`src/rtl/exp_shift_cfg_sequencer.sv`:
```
// Defers exponent-shifter reconfiguration to a frame boundary, stalls the input while the shifter drains,
// applies the new fft_size/avg_len, then reports when the block-exponent averager has re-filled.
module exp_shift_cfg_sequencer #(
  parameter int unsigned DRAIN_CYCLES   = 8,
  parameter logic [11:0] RESET_FFT_SIZE = 12'd2048,
  parameter logic [8:0]  RESET_AVG_LEN  = 9'd256
) (
  input  logic        clk,
  input  logic        sync_reset_n,
  input  logic        cfg_valid,
  input  logic [11:0] cfg_fft_size,
  input  logic [8:0]  cfg_avg_len,
  output logic        cfg_ready,
  input  logic        up_tvalid,
  input  logic        up_tlast,
  output logic        up_tready,
  output logic        dn_tvalid,
  input  logic        dn_tready,
  output logic [11:0] fft_size,
  output logic [8:0]  avg_len,
  output logic        settled,
  output logic        busy,
  output logic [15:0] frame_count
);

  localparam int unsigned DW = $clog2(DRAIN_CYCLES);
  localparam logic [DW-1:0] DRAIN_LOAD = DW'(DRAIN_CYCLES - 1);

  typedef enum logic [2:0] {
    S_IDLE,
    S_ARMED,
    S_DRAIN,
    S_APPLY,
    S_SETTLE
  } state_t;

  state_t        state_q;
  logic [DW-1:0] drain_cnt_q;
  logic [11:0]   fft_size_q;
  logic [8:0]    avg_len_q;
  logic [11:0]   pend_fft_q;
  logic [8:0]    pend_avg_q;
  logic [8:0]    settle_cnt_q;
  logic          settled_q;
  logic [15:0]   frame_count_q;
  logic [15:0]   frame_count_d;
  logic [8:0]    pend_avg_d;

  logic pass;
  logic acc;
  logic eof;
  logic cfg_acc;
  logic settle_hit;

  assign pass      = (state_q == S_IDLE) || (state_q == S_ARMED) || (state_q == S_SETTLE);
  assign cfg_ready = (state_q == S_IDLE) || (state_q == S_SETTLE);
  assign busy      = (state_q != S_IDLE);
  assign dn_tvalid = up_tvalid & pass;
  assign up_tready = dn_tready & pass;

  assign acc     = up_tvalid & up_tready;
  assign eof     = acc & up_tlast;
  assign cfg_acc = cfg_valid & cfg_ready;

  // Compare one bit wider so avg_len up to 511 never aliases through a 9-bit wrap.
  assign settle_hit    = ({1'b0, settle_cnt_q} + 10'd1) == {1'b0, avg_len_q};
  assign frame_count_d = frame_count_q + 16'd1;
  assign pend_avg_d    = (cfg_avg_len == 9'd0) ? 9'd1 : cfg_avg_len;

  always_ff @(posedge clk) begin
    if (!sync_reset_n) begin
      state_q       <= S_SETTLE;
      drain_cnt_q   <= '0;
      fft_size_q    <= RESET_FFT_SIZE;
      avg_len_q     <= RESET_AVG_LEN;
      pend_fft_q    <= RESET_FFT_SIZE;
      pend_avg_q    <= RESET_AVG_LEN;
      settle_cnt_q  <= '0;
      settled_q     <= 1'b0;
      frame_count_q <= '0;
    end else begin
      if (eof) frame_count_q <= frame_count_d;
      if (cfg_acc) begin
        pend_fft_q <= cfg_fft_size;
        pend_avg_q <= pend_avg_d;
      end
      case (state_q)
        S_IDLE: begin
          if (cfg_acc) state_q <= S_ARMED;
        end
        S_ARMED: begin
          // Entered only after the accept edge, so an eof in the accept cycle never lands here.
          if (eof) begin
            drain_cnt_q <= DRAIN_LOAD;
            state_q     <= S_DRAIN;
          end
        end
        S_DRAIN: begin
          if (drain_cnt_q == '0) state_q <= S_APPLY;
          else                   drain_cnt_q <= drain_cnt_q - 1'b1;
        end
        S_APPLY: begin
          fft_size_q   <= pend_fft_q;
          avg_len_q    <= pend_avg_q;
          settle_cnt_q <= '0;
          settled_q    <= 1'b0;
          state_q      <= S_SETTLE;
        end
        S_SETTLE: begin
          if (cfg_acc) begin
            state_q <= S_ARMED;
          end else if (eof) begin
            settle_cnt_q <= settle_cnt_q + 9'd1;
            if (settle_hit) begin
              settled_q <= 1'b1;
              state_q   <= S_IDLE;
            end
          end
        end
        default: state_q <= S_SETTLE;
      endcase
    end
  end

  assign fft_size    = fft_size_q;
  assign avg_len     = avg_len_q;
  assign settled     = settled_q;
  assign frame_count = frame_count_q;

endmodule

```
`config.mk`:
```
export PLATFORM = sky130hd
export DESIGN_NAME = exp_shift_cfg_sequencer
export DESIGN_NICKNAME = d
export VERILOG_FILES = /design/src/rtl/exp_shift_cfg_sequencer.sv
export SDC_FILE = /design/constraint.sdc
export NUM_CORES = 1
export LEC_CHECK = 0
export ABC_AREA = 1
export BUFFER_PORTS_ARGS = -buffer_cell sky130_fd_sc_hd__buf_2
export CAP_MARGIN = 20
export CORE_UTILIZATION = 55
export DETAILED_ROUTE_END_ITERATION = 8
export GPL_TIMING_DRIVEN = 1
export PLACE_DENSITY = 0.8
export SYNTH_ARGS = -nofsm -noshare
export SYNTH_HDL_FRONTEND = slang
export SYNTH_SLANG_ARGS = --single-unit
export TNS_END_PERCENT = 5
```
`constraint.sdc`:
```
create_clock -name clk -period 1.8 [get_ports clk]
set_input_delay 0.36 -clock clk [delete_from_list [all_inputs] [get_ports clk]]
set_output_delay 0.36 -clock clk [all_outputs]
set_load 0.01 [all_outputs]
```
==> flow_summary_export.csv <==
group,metric,value,unit
run_status,status,"finished clean",
worst_hold_path,hold_depth,3,
critical_path,required,2.01,ns
critical_path,crit_path_start_kind,"register",
route,first_pass_iters,4,
power,seqPwrFrac,42.9,%
critical_path,r2r-start,"state_q[2]",
yosys,ys_seq_elements,74,
yosys,synthesis.area,3421,um^2
critical_path,critPathMaxFanout,9,
power,intPower,3.060,mW
place,dp.cells,620,
critical_path,critPathBufInv,3,
critical_path,max_stage_delay,0.36,ns
timing,max_freq,582.2,MHz
yosys,synthesis.nets,512,
critical_path,slowest_stage,"dfxtp_2",
route,post-route-drc-count,0,
power,clockPowerShare,35.0,%
timing,maxSlewViolCount,0,
yosys,syn_inst,481,
yosys,synth.mux.area_fraction,0,%
clocking,path_clk_slew,0.08,ns
clocking,clockRootBuffer,"clkbuf_8",
final_layout,fin_util,70.69,%
route,viasPerCell,5.335,
timing,clock_skew,0.01452,ns
yosys,synth-async-reset-ratio,0,%
place,finalWeightedCongestion,0.8708,
route,wl,8.167,mm
yosys,yosysWarnings,0,
final_layout,fin_cells,639,
final_layout,final_cell_mix,"nor2_1 (80), nand2_1 (71), buf_2 (68)",
yosys,synth-compound-area-share,15.25,%
yosys,synth_edf_count,0,
run,cap_violations,0,
critical_path,worstPathArrival,1.93,ns
floorplan,core,5956,um^2
grt,grt_pass1_vias,3103,
worst_hold_path,min_from,"cfg_fft_size[11]",
yosys,synth_cell_types,41,
route,num_vias,3409,
critical_path,cp-end-kind,"register",
worst_hold_path,hold_path_end,"pend_fft_q[11]",
yosys,synth-seq-area-share,43.31,%
final_layout,final_common_cell,"nor2_1",
floorplan,die_h,80.87,um
timing,timing.final.crit_share,95.42,%
yosys,synth-xor-area-share,1.024,%
floorplan,rows,28,
clocking,clock_latency,0.34,ns
yosys,synthFlopType,"dfxtp_1",
grt,grt_max_degree,57,
power,p_per_area,1049,nW/um^2
timing,setup-violations-final,0,
timing,fin_ws,0.08240,ns
place,placed_area,3882,um^2
power,switchingPower,1.357,mW
critical_path,cp_top_family,"simple AND/OR/NAND/NOR gates",
final_layout,antenna_cells,0,
critical_path,ff2ff_setup_slack,0.08,ns
floorplan,dieWidth,80.87,um
clocking,ctsHtreeMaxLevel,3,
floorplan,io_pins,69,
final_layout,finish.instance_area,4210,um^2
clocking,cts_buffer_depth,2,
critical_path,crit_type,"register to register",
power,pwr-share-comb,22.0,%
route,drt-initial-drc-count,109,
route,antenna_left,0,
place,pre_cts_ws,0.04661,ns
yosys,synth.avg_cell_area,7.112,um^2
grt,grt_antenna_before_repair,0,
place,port_buffers,68,
floorplan,start_util,57.44,%
clocking,numCtsBuffers,9,
yosys,synth_top_family_by_area,"simple AND/OR/NAND/NOR gates",
place,dp_hpwl,5.526,mm
final_layout,area_growth,23.08,%
critical_path,reg2regPathDepth,10,
power,leakagePower,1.969,nW
critical_path,r2r_end,"settle_cnt_q[0]",
timing,relSlewSlack,67.83,%
critical_path,crit_chain,"inv_1, nand2_2, nand2_2, nand4_4, buf_4, nand2_1, nand2_2, buf_4, o21ai_0, a21oi_1",
grt,gr-total-overflow,0,
yosys,synth-simple-area-share,30.10,%
clocking,cts_num_sinks,74,
timing,period_needed,1.718,ns
power,ir_drop,0.7938,mV
timing,rsz0062_at_grt,"yes",
clocking,cts_tree,"done",
timing,tns,0,ns
grt,grt_usage,25.98,%
worst_hold_path,hp-class,"input port to register",
yosys,synth_fa_ha_area_share,1.463,%
final_layout,layout-drive-gt1-share,25.18,%
final_layout,fillers,509,
floorplan,dieArea,6539,um^2
timing,tightest_slew,0.4826,ns
power,switching_share,30.72,%
clocking,postCtsHoldBufs,0,
critical_path,cpMostUsedCell,"nand2_2",
grt,grt_pass1_wl,13.32,mm
final_layout,finalNetCount,590,
route,routedWlPerCell,12.78,um
timing,finalHoldViolations,0,
-- Yosys cell counts (2+ instances only) --
library cell	n	area, um^2
nor2_1	83	311.6
nand2_1	76	285.3
a21oi_1	33	165.2
a221oi_1	2	17.52
nand3b_1	2	15.01
dfxtp_1	74	1481
clkinv_1	2	7.510
nor2_4	2	22.52
nand3_1	26	130.1
nand2_2	9	56.30
nor3_1	3	15.01
nor2_2	3	18.77
nand4_1	8	50.05
xor2_1	3	26.28
o21ai_0	48	240.2
a22oi_1	3	22.52
buf_4	2	15.01
nor3_2	2	20.02
nor4_1	5	31.28
buf_2	2	10.01
clkbuf_1	13	48.80
a32oi_1	2	17.52
ha_1	4	50.05
inv_2	3	11.26
inv_1	55	206.5
-- tightest hold or removal path: cells and delay by family --
| family | cells | cell delay [ns] |
|---|---|---|
| simple gates | 2 | 0.10 |
| buf+inv | 1 | 0.08 |
-- layout make-up --
| type | instances | area (um^2) | share of cell area, % |
|---|---|---|---|
| Sequential cell | 74 | 1494 | 35.48 |
| Clock buffer | 10 | 127.6 | 3.031 |
| Multi-Input combinational cell | 329 | 1684 | 40.00 |
| Timing Repair Buffer | 85 | 467.9 | 11.11 |
| Tap cell | 75 | 93.84 | 2.229 |
| Inverter | 60 | 227.7 | 5.409 |
| Clock inverter | 6 | 115.1 | 2.734 |
-- worst max-delay path by stage --
stage	startpoint	endpoint	slack, ns	depth (start not counted)
floorplan	settle_cnt_q[0]	state_q[2]	0.20	14
global placement	state_q[0]	frame_count[12]	0.12	9
detailed placement	settle_cnt_q[2]	state_q[2]	0.05	13
CTS	settle_cnt_q[2]	state_q[0]	0.04	14
global route	settle_cnt_q[1]	state_q[2]	-0.08	14
finish	state_q[2]	settle_cnt_q[0]	0.08	10
-- timing repair --
item | CTS | global route
resized for setup | 0 | 25
endpoints found under the setup margin | 0 | 15
setup buffers | 0 | 3
-- power by group through the flow --
stage / clock network (mW) / registers (mW) / logic [mW]
5_1_grt: 1.64 / 1.91 / 1.09
6_report: 1.55 / 1.90 / 0.972
3_3_place_gp: 0 / 1.91 / 0.896
2_1_floorplan: 0 / 1.90 / 0.645
4_1_cts: 1.57 / 1.88 / 0.940
3_5_place_dp: 0 / 1.92 / 0.931
-- per-stage QoR --
stage	hold slack [ns]	power (mW)
after floorplan	0.4027	2.549
after global placement	0.4118	2.808
after detailed placement	0.4223	2.846
after CTS	0.2267	4.394
after global routing	0.2296	4.644
final	0.2389	4.417
-- state kept, by name, indices dropped and copies added, names as in the netlist --
| register | flops |
|---|---|
| settled | 1 |
| frame_count | 16 |
| fft_size | 12 |
| pend_fft_q | 12 |
| pend_avg_q | 9 |
| drain_cnt_q | 3 |
| state_q | 3 |
| avg_len | 9 |
| settle_cnt_q | 9 |
-- layer usage --
metal	track usage [%]	part of all wire, %	vias up
met4	9.286	1.1	0
li1	-	-	1721
met2	45.29	49	101
met5	0	0	-
met3	4.382	4.5	9
met1	32.05	45	1578
-- kinds of logic after synthesis --
family	after synthesis
flops	74
compound gates	96
xor+xnor	4
fa+ha+maj	4
buf+inv	78
simple gates	225
No activity file was read; power rests on OpenSTA's default activity.
